## src/rtl/bram_port_arbiter_if.sv

```systemverilog
// ---------------------------------------------------------------------------
// bram_port_arbiter_if
// Bundles the two core-side req/gnt/rvalid ports and the BRAM-side bus that
// bram_port_arbiter multiplexes.
//   requester n (n = 0,1): reqn_i, gntn_o, rvalidn_o, addrn_i, wen_i, ben_i,
//                          wdatan_i, rdatan_o
//   BRAM side: addr, dout (write data), din (read data), weout (byte enables)
// Modports:
//   slave  - the arbiter itself
//   master - whatever drives the requests and models the BRAM
// ---------------------------------------------------------------------------
interface bram_port_arbiter_if;
   logic        req0_i, gnt0_o, rvalid0_o, we0_i;
   logic [3:0]  be0_i;
   logic [31:0] addr0_i, wdata0_i, rdata0_o;
   logic        req1_i, gnt1_o, rvalid1_o, we1_i;
   logic [3:0]  be1_i;
   logic [31:0] addr1_i, wdata1_i, rdata1_o;
   logic [31:0] addr, dout, din;
   logic [3:0]  weout;

   modport slave (
      input  req0_i, addr0_i, we0_i, be0_i, wdata0_i,
      input  req1_i, addr1_i, we1_i, be1_i, wdata1_i,
      input  din,
      output gnt0_o, rvalid0_o, rdata0_o,
      output gnt1_o, rvalid1_o, rdata1_o,
      output addr, dout, weout
   );

   modport master (
      output req0_i, addr0_i, we0_i, be0_i, wdata0_i,
      output req1_i, addr1_i, we1_i, be1_i, wdata1_i,
      output din,
      input  gnt0_o, rvalid0_o, rdata0_o,
      input  gnt1_o, rvalid1_o, rdata1_o,
      input  addr, dout, weout
   );
endinterface

```

## src/rtl/bram_port_arbiter.sv

```systemverilog
// ---------------------------------------------------------------------------
// bram_port_arbiter
// Shares one single-port BRAM between two req/gnt/rvalid requesters.
// Round-robin arbitration picks at most one request per cycle and drives the
// BRAM bus; a response pipeline R_LATENCY_IN_CYCLES deep remembers who issued
// each accepted access so rvalid/rdata return to that requester exactly when
// the BRAM read data is available.
// Ports:
//   clk_i        clock
//   rst_ni       asynchronous active-low reset
//   bus          requester ports and BRAM bus (slave modport)
//   stall_cnt_o  saturating count of cycles in which a request was refused
// ---------------------------------------------------------------------------
module bram_port_arbiter #(
   parameter int R_LATENCY_IN_CYCLES = 1,
   parameter int STALL_CNT_W         = 16
) (
   input  logic                   clk_i,
   input  logic                   rst_ni,
   bram_port_arbiter_if.slave     bus,
   output logic [STALL_CNT_W-1:0] stall_cnt_o
);
   localparam int L = R_LATENCY_IN_CYCLES;

   // last_q = 1 means requester 1 was granted most recently
   logic                   last_q, last_d;
   logic [STALL_CNT_W-1:0] stall_cnt_q, stall_cnt_d;
   // response pipeline, stage 0 loaded on grant, stage L-1 drives responses
   logic [L-1:0]           valid_q, valid_d;
   logic [L-1:0]           id_q, id_d;
   logic [L-1:0]           wr_q, wr_d;

   logic gnt0, gnt1, win_we, refused;

   always_comb begin
      // Gating with rst_ni keeps grants and BRAM writes quiet while reset
      // is held, regardless of what the requesters present.
      gnt0   = rst_ni & bus.req0_i & (~bus.req1_i | last_q);
      gnt1   = rst_ni & bus.req1_i & ~gnt0;
      win_we = gnt1 ? bus.we1_i : (gnt0 & bus.we0_i);

      bus.gnt0_o = gnt0;
      bus.gnt1_o = gnt1;
      bus.addr   = '0;
      bus.dout   = '0;
      bus.weout  = '0;
      if (gnt0) begin
         bus.addr = bus.addr0_i;
         if (bus.we0_i) begin
            bus.dout  = bus.wdata0_i;
            bus.weout = bus.be0_i;
         end
      end else if (gnt1) begin
         bus.addr = bus.addr1_i;
         if (bus.we1_i) begin
            bus.dout  = bus.wdata1_i;
            bus.weout = bus.be1_i;
         end
      end

      last_d = gnt0 ? 1'b0 : (gnt1 ? 1'b1 : last_q);

      // With two requesters at most one can be refused per cycle.
      refused     = (bus.req0_i & ~gnt0) | (bus.req1_i & ~gnt1);
      stall_cnt_d = stall_cnt_q;
      if (refused && !(&stall_cnt_q)) begin
         stall_cnt_d = stall_cnt_q + STALL_CNT_W'(1);
      end

      valid_d[0] = gnt0 | gnt1;
      id_d[0]    = gnt1;
      wr_d[0]    = win_we;
      for (int i = 1; i < L; i++) begin
         valid_d[i] = valid_q[i-1];
         id_d[i]    = id_q[i-1];
         wr_d[i]    = wr_q[i-1];
      end
   end

   always_ff @(posedge clk_i or negedge rst_ni) begin
      if (!rst_ni) begin
         last_q      <= 1'b1;
         stall_cnt_q <= '0;
         valid_q     <= '0;
         id_q        <= '0;
         wr_q        <= '0;
      end else begin
         last_q      <= last_d;
         stall_cnt_q <= stall_cnt_d;
         valid_q     <= valid_d;
         id_q        <= id_d;
         wr_q        <= wr_d;
      end
   end

   // Responses: writes still return rvalid, but with zero data.
   always_comb begin
      bus.rvalid0_o = rst_ni & valid_q[L-1] & ~id_q[L-1];
      bus.rvalid1_o = rst_ni & valid_q[L-1] &  id_q[L-1];
      bus.rdata0_o  = (bus.rvalid0_o && !wr_q[L-1]) ? bus.din : 32'd0;
      bus.rdata1_o  = (bus.rvalid1_o && !wr_q[L-1]) ? bus.din : 32'd0;
   end

   assign stall_cnt_o = stall_cnt_q;
endmodule

```

## src/flat_wrapper.sv

```systemverilog
// flat-port wrapper written by rule: the top's interface ports become plain ports
module bram_port_arbiter_flat 
#(
   parameter int R_LATENCY_IN_CYCLES = 1,
   parameter int STALL_CNT_W         = 16
)
  (clk_i, rst_ni, stall_cnt_o, bus_req0_i, bus_addr0_i, bus_we0_i, bus_be0_i, bus_wdata0_i, bus_req1_i, bus_addr1_i, bus_we1_i, bus_be1_i, bus_wdata1_i, bus_din, bus_gnt0_o, bus_rvalid0_o, bus_rdata0_o, bus_gnt1_o, bus_rvalid1_o, bus_rdata1_o, bus_addr, bus_dout, bus_weout);
  bram_port_arbiter_if bus_i ();
  input  logic clk_i;
  input  logic rst_ni;
  output logic [STALL_CNT_W-1:0] stall_cnt_o;
  input wire logic [$bits(bus_i.req0_i)-1:0] bus_req0_i;
  input wire logic [$bits(bus_i.addr0_i)-1:0] bus_addr0_i;
  input wire logic [$bits(bus_i.we0_i)-1:0] bus_we0_i;
  input wire logic [$bits(bus_i.be0_i)-1:0] bus_be0_i;
  input wire logic [$bits(bus_i.wdata0_i)-1:0] bus_wdata0_i;
  input wire logic [$bits(bus_i.req1_i)-1:0] bus_req1_i;
  input wire logic [$bits(bus_i.addr1_i)-1:0] bus_addr1_i;
  input wire logic [$bits(bus_i.we1_i)-1:0] bus_we1_i;
  input wire logic [$bits(bus_i.be1_i)-1:0] bus_be1_i;
  input wire logic [$bits(bus_i.wdata1_i)-1:0] bus_wdata1_i;
  input wire logic [$bits(bus_i.din)-1:0] bus_din;
  output wire logic [$bits(bus_i.gnt0_o)-1:0] bus_gnt0_o;
  output wire logic [$bits(bus_i.rvalid0_o)-1:0] bus_rvalid0_o;
  output wire logic [$bits(bus_i.rdata0_o)-1:0] bus_rdata0_o;
  output wire logic [$bits(bus_i.gnt1_o)-1:0] bus_gnt1_o;
  output wire logic [$bits(bus_i.rvalid1_o)-1:0] bus_rvalid1_o;
  output wire logic [$bits(bus_i.rdata1_o)-1:0] bus_rdata1_o;
  output wire logic [$bits(bus_i.addr)-1:0] bus_addr;
  output wire logic [$bits(bus_i.dout)-1:0] bus_dout;
  output wire logic [$bits(bus_i.weout)-1:0] bus_weout;
  assign bus_i.req0_i = bus_req0_i;
  assign bus_i.addr0_i = bus_addr0_i;
  assign bus_i.we0_i = bus_we0_i;
  assign bus_i.be0_i = bus_be0_i;
  assign bus_i.wdata0_i = bus_wdata0_i;
  assign bus_i.req1_i = bus_req1_i;
  assign bus_i.addr1_i = bus_addr1_i;
  assign bus_i.we1_i = bus_we1_i;
  assign bus_i.be1_i = bus_be1_i;
  assign bus_i.wdata1_i = bus_wdata1_i;
  assign bus_i.din = bus_din;
  assign bus_gnt0_o = bus_i.gnt0_o;
  assign bus_rvalid0_o = bus_i.rvalid0_o;
  assign bus_rdata0_o = bus_i.rdata0_o;
  assign bus_gnt1_o = bus_i.gnt1_o;
  assign bus_rvalid1_o = bus_i.rvalid1_o;
  assign bus_rdata1_o = bus_i.rdata1_o;
  assign bus_addr = bus_i.addr;
  assign bus_dout = bus_i.dout;
  assign bus_weout = bus_i.weout;
  bram_port_arbiter #(.R_LATENCY_IN_CYCLES(R_LATENCY_IN_CYCLES), .STALL_CNT_W(STALL_CNT_W)) u_core (.clk_i(clk_i), .rst_ni(rst_ni), .bus(bus_i), .stall_cnt_o(stall_cnt_o));
endmodule
```

## config.mk

```make
export PLATFORM = sky130hd
export DESIGN_NAME = bram_port_arbiter_flat
export DESIGN_NICKNAME = d
export VERILOG_FILES = /design/src/rtl/bram_port_arbiter_if.sv /design/src/rtl/bram_port_arbiter.sv /design/src/flat_wrapper.sv
export SDC_FILE = /design/constraint.sdc
export NUM_CORES = 1
export LEC_CHECK = 0
export ABC_AREA = 1
export BUFFER_PORTS_ARGS = -buffer_cell sky130_fd_sc_hd__buf_2
export CORE_AREA = 2 2 127 129
export DETAILED_ROUTE_END_ITERATION = 10
export DIE_AREA = 0 0 129 131
export GPL_ROUTABILITY_DRIVEN = 1
export GPL_TIMING_DRIVEN = 0
export SLEW_MARGIN = 20
export SYNTH_ARGS = -nofsm -noshare
export SYNTH_HDL_FRONTEND = slang
export SYNTH_SLANG_ARGS = --single-unit
```

## constraint.sdc

```tcl
create_clock -name clk_i -period 2.3 [get_ports clk_i]
set_clock_uncertainty 0.15 [all_clocks]
set_input_delay 0.115 -clock clk_i [delete_from_list [all_inputs] [get_ports clk_i]]
set_output_delay 0.115 -clock clk_i [all_outputs]
set_load 0.05 [all_outputs]
```

-- Yosys cells after proc, flatten, opt, wreduce, memory -nomap -nowiden
Index checks and enable logic that the tools add are counted.
- memory bits (read-only): 0
- word-level logic and storage cells: 45
- output and inout bits: 152
- memories: 0
- bits of input ports: 174
- register bits after elaboration: 20
- bits in latches: 0
- memory bits (writable): 0
- shift-type cells: 0
- bitwise gates (word level): 17
- equality and inequality tests: 0
- $add $sub $neg: 1
- multiply operators: 0
- order comparisons: 0
- reduce and logical (&&, ||, !) cells: 7
- multiplexer cells: 15
- div/mod/pow operators: 0
- operators with widths (operator ; number):
    $mux 32 ; 8
    $add 16x1->16 const B ; 1
    $mux 4 ; 4
    $reduce_and 16->1 ; 1
    $and 1x1->1 ; 10
    $not 1->1 ; 4
    $logic_and 1x1->1 ; 3
    $mux 1 ; 3
    $or 1x1->1 ; 3
    $logic_not 1->1 ; 2
    $reduce_bool 2->1 ; 1

-- Longest topological paths before layout
- depth in word-level cells: 9
- depth in mapped cells: 9
- depth with buffers taken out: 8

-- Least setup slack after synthesis
OpenSTA, ideal clock, no wires.
- kind: flip-flop to output port
- from: register u_core.id_q
- to: output port bus_rdata0_o[10]
- slack: -170 ps
- data arrival time: 2205 ps
- cell stages (with the launch flop): 5
- buffers on the path: 1
- data required time: 2035 ps
- path through: dfrtp_1 nor2_1 nand2_1 clkbuf_1 nor2_1
- word-level cells in the longest chain between the ends: 4
- RTL lines (element ; RTL line ; source):
    from (decl) ; bram_port_arbiter.sv:30 ; logic [L-1:0] id_q, id_d;
    from (signal assigned) ; bram_port_arbiter.sv:91 ; id_q <= id_d;
    $not 1->1 ; bram_port_arbiter.sv:98 ; bus.rvalid0_o = rst_ni & valid_q[L-1] & ~id_q[L-1];
    $and 1x1->1 ; bram_port_arbiter.sv:98 ;
    net bus_rvalid0_o ; flat_wrapper.sv:24 ; output wire logic [$bits(bus_i.rvalid0_o)-1:0] bus_rvalid0_o;
    $logic_and 1x1->1 ; bram_port_arbiter.sv:100 ; bus.rdata0_o = (bus.rvalid0_o && !wr_q[L-1]) ? bus.din : 32'd0;
    $mux 32 ; bram_port_arbiter.sv:100 ;
    to (decl) ; flat_wrapper.sv:25 ; output wire logic [$bits(bus_i.rdata0_o)-1:0] bus_rdata0_o;
The timed path passes the listed nets, and every way through them passes these cells.

-- Worst setup path in the final report
- from: register u_core.last_q
- to: output port bus_dout[12]
- word-level cells in the longest chain between the ends: 6
- RTL lines (element ; RTL line ; source):
    from (decl) ; bram_port_arbiter.sv:26 ; logic last_q, last_d;
    from (signal assigned) ; bram_port_arbiter.sv:88 ; last_q <= last_d;
    $or 1x1->1 * ; bram_port_arbiter.sv:38 ; gnt0 = rst_ni & bus.req0_i & (~bus.req1_i | last_q);
    $and 1x1->1 * ; bram_port_arbiter.sv:38 ;
    $not 1->1 ; bram_port_arbiter.sv:39 ; gnt1 = rst_ni & bus.req1_i & ~gnt0;
    $and 1x1->1 ; bram_port_arbiter.sv:39 ;
    $mux 32 ; bram_port_arbiter.sv:53 ; end else if (gnt1) begin
    $mux 32 * ; bram_port_arbiter.sv:47 ; if (gnt0) begin
    to (decl) ; flat_wrapper.sv:30 ; output wire logic [$bits(bus_i.dout)-1:0] bus_dout;
Every way passes the cells marked *; elsewhere a longest branch is shown, timed or not.

==> summary.md <==
| Metric | Value |
|---|---|
| Util after Layout | `28.9%` |
| Area contributors post-synth | `dfrtp_1, nand2_1, nand3_1` |
| Total number of vias | `4051` |
| Max-slew headroom | `36.5%` |
| Yosys warns | `0` |
| Overall power | `2.09 mW` |
| Routed Antenna Nets | `0` |
| Adder-cell share of the synthesized area | `1.41%` |
| CTS root buffer | `clkbuf_16` |
| GR peak layer | `met2` |
| Crit path top cell by count | `nor2_4` |
| Sequential share of the synthesized area | `20.2%` |
| Yosys cell types | `25` |
| Syn_area_per_cell | `5.76 µm²` |
| Synth-to-layout area growth | `81.4%` |
| Register area | `502 µm²` |
| Run status | `finished clean` |
| Met3 Use GR | `1.51%` |
| CP Buf/Inv Count | `2` |
| WL per Instance | `13.3 µm` |
| First-pass GRT wire length | `18000 µm` |
| Final worst-path cycle share | `94.5%` |
| Die area | `16900 µm²` |
| Largest family of logic cells by synthesized area | `simple AND/OR/NAND/NOR gates` |
| Port Buffers | `323` |
| Dpl cells | `971` |
| Antenna violations before repair | `1` |
| Reg clk slew, reported paths | `60 ps` |
| PwrDens | `463 nW/µm²` |
| Max-cap violations | `0` |
| RR Startpoint | `u_core.stall_cnt_o[0]$_DFFE_PN0P_` |
| Nets | `936` |
| Routed vias/inst | `4.15` |
| CP startpoint | `u_core.last_q$_DFFE_PN1P_` |
| Multi-input logic area | `1660 µm²` |
| Post-layout min period | `2170 ps` |
| Vias in the first global route | `3554` |
| Crit path max fanout | `10` |
| CP Capture Type | `output port` |
| Detailed placement HPWL | `10900 µm` |
| CTS Buf Count | `3` |
| Yosys reg bits | `20` |
| Count of final max-slew check failures | `0` |
| Die W | `129 µm` |
| Hold Path Depth | `3` |
| RSZ-0062 raised after global routing | `yes` |
| Compound-cell area share of the yosys netlist | `13.1%` |
| Max Fclk | `460 MHz` |
| Cell Area, Synth | `2490 µm²` |
| Filler instances | `1819` |
| Worst hold path class | `input pin to flop` |
| Drt first-iter violations | `150` |
| Setup-failing EPs final | `0` |
| Core Area | `15600 µm²` |
| Met2 usage | `23.9%` |
| Crit start category | `flop` |
| Crit path max-delay family | `simple AND/OR/NAND/NOR gates` |
| Fin area | `4510 µm²` |
| Starting Density | `15.9%` |
| Row count | `46` |
| CP max-delay cell | `dfstp_2` |
| Io pins | `326` |
| Final Hold Fails | `0` |
| Setup TNS | `0 ps` |
| Final Non-Filler Cells | `977` |
| Kind of critical path | `flop to output port` |
| Met1 Usage GRT | `17.8%` |
| Post-Synth XOR/XNOR Area | `2.46%` |
| CTS sink count | `20` |
| Levels on crit path | `7` |
| Gr usage total | `13.5%` |
| H-tree levels | `1` |
| Remaining DRCs | `0` |
| Yosys top cell area share | `19.1%` |
| Leading area contributor after synthesis | `dfrtp_1` |
| Data required time of the worst path | `2040 ps` |
| Pre-Repair DR Iteration Count | `4` |
| CP peak stage delay | `370 ps` |
| Max VDD drop | `208 µV` |
| Clk buf depth | `2` |
| Gate count of the mapped netlist | `432` |
| Die extent in y | `131 µm` |
| CP Cell Sequence | `nor2_1 -> nor2_4 -> nor2_4 -> clkbuf_4 -> nand3_1 -> nand2_1 -> buf_2` |
| GPL Wtd Cong | `0.754` |
| Placement Cell Area | `4370 µm²` |
| R2R depth | `8` |
| Least-Margin Pin Slew | `949 ps` |
| Hold Crit Start | `bus_req0_i` |
| Multiplexer area fraction after synthesis | `0%` |
| WP data arrival | `1910 ps` |
| Synth Area in Simple Gates | `49.9%` |
| Clk_lat worst skew | `260 ps` |
| Grt total ovfl | `0` |
| CTS tree | `yes` |
| Syn nets | `607` |
| Lkg Pwr | `2.97 nW` |
| Share of cells above drive strength 1 | `47.1%` |
| Largest net degree at the start of global routing | `21` |
| Total routed wirelength | `13000 µm` |
## layer usage
metal  wire length [µm]  vias up
met5                  0        -
met4                148        0
li1                   -     2046
met1               5490     1793
met2               6540      203
met3                826        9
## cell usage in the layout (no fill, tap or decap)
master | synthesis | layout
inv_2 | 1 | 1
nand4_1 | 3 | 3
inv_1 | 46 | 46
maj3_2 | 2 | 2
nand3_2 | 2 | 2
ha_1 | 1 | 1
buf_4 | 0 | 2
nand3_1 | 77 | 77
nand2_1 | 115 | 115
diode_2 | 0 | 1
xnor2_1 | 4 | 4
dfstp_2 | 1 | 1
buf_1 | 4 | 4
nor2_4 | 3 | 3
a22o_1 | 33 | 33
clkbuf_4 | 0 | 6
nand3b_1 | 2 | 2
clkbuf_16 | 0 | 3
buf_2 | 14 | 329
nor2_1 | 80 | 80
o21ai_4 | 1 | 1
dfrtp_1 | 19 | 19
nand2_4 | 1 | 1
clkbuf_1 | 10 | 10
buf_6 | 2 | 2
dlygate4sd3_1 | 0 | 1
bufinv_16 | 0 | 1
nor2_2 | 4 | 4
a31oi_1 | 1 | 1
xor2_1 | 3 | 3
o21ai_0 | 3 | 3
## cells in the mapped netlist
library cell	number
xnor2_1	4
nor2_1	80
nor2_2	4
inv_2	1
nand3b_1	2
nand3_2	2
a22o_1	33
xor2_1	3
nand3_1	77
o21ai_0	3
maj3_2	2
buf_6	2
buf_2	14
a31oi_1	1
nand4_1	3
dfstp_2	1
o21ai_4	1
nor2_4	3
ha_1	1
nand2_1	115
clkbuf_1	10
inv_1	46
buf_1	4
nand2_4	1
dfrtp_1	19
## stage by stage
step	worst slack (ps)	hold WS [ps]
after floorplan	-170	-331
after global placement	-38.3	-13.3
after detailed placement	-43.8	-7.63
after CTS	43.0	47.3
after global routing	-2.05	77.5
final	127	39.5
## sequential cells by signal (all words and copies together) (netlist names)
signal and flops:
u_core.wr_q 1, u_core.valid_q 1, u_core.stall_cnt_o 16, u_core.id_q 1
u_core.last_q 1
## cells by family after synthesis
group,after synthesis
buffers and inverters,77
adders and majority gates,3
and+or+nand+nor,287
DFF,20
AOI/OAI and AO/OA,38
xor gates and xnor gates,7
## tightest hold or removal path, cell delays in order
cell	delay [ps]
buf_2	100
nand2_1	110
nand2_1	80
## report_power, final
part | switching, mW | total [mW] | internal (mW)
registers | 0.0603 | 0.456 | 0.396
logic | 0.810 | 1.14 | 0.325
clock network | 0.150 | 0.496 | 0.346
total | 1.02 | 2.09 | 1.07
## area by class of cell
class | instances | area share [%]
repair buffers | 324 | 36.3
multi-input cells | 335 | 36.9
clock inverters | 1 | 0.666
well taps | 216 | 5.99
plain buffers | 30 | 3.38
diodes | 1 | 0.0555
inverters | 47 | 3.91
clock buffers | 3 | 1.66
flip-flops and latches | 20 | 11.1
## what timing repair did
item,4_1_cts,5_1_grt
resized for setup,2,6
hold endpoints to repair,20,0
buffers inserted,0,0
endpoints found under the setup margin,4,13
hold buffers,1,0
## final timing paths
path | slack, ps | endpoint
max in group asynchronous | 960 | u_core.wr_q$_DFF_PN0_
min | 40 | u_core.valid_q$_DFF_PN0_
min reg2reg | 390 | u_core.last_q$_DFFE_PN1P_
max reg2reg | 570 | u_core.stall_cnt_o[8]$_DFFE_PN0P_
max | 130 | bus_dout[12]
min in group asynchronous | 450 | u_core.stall_cnt_o[7]$_DFFE_PN0P_
Note: power is estimated with default switching activity, not from simulation.
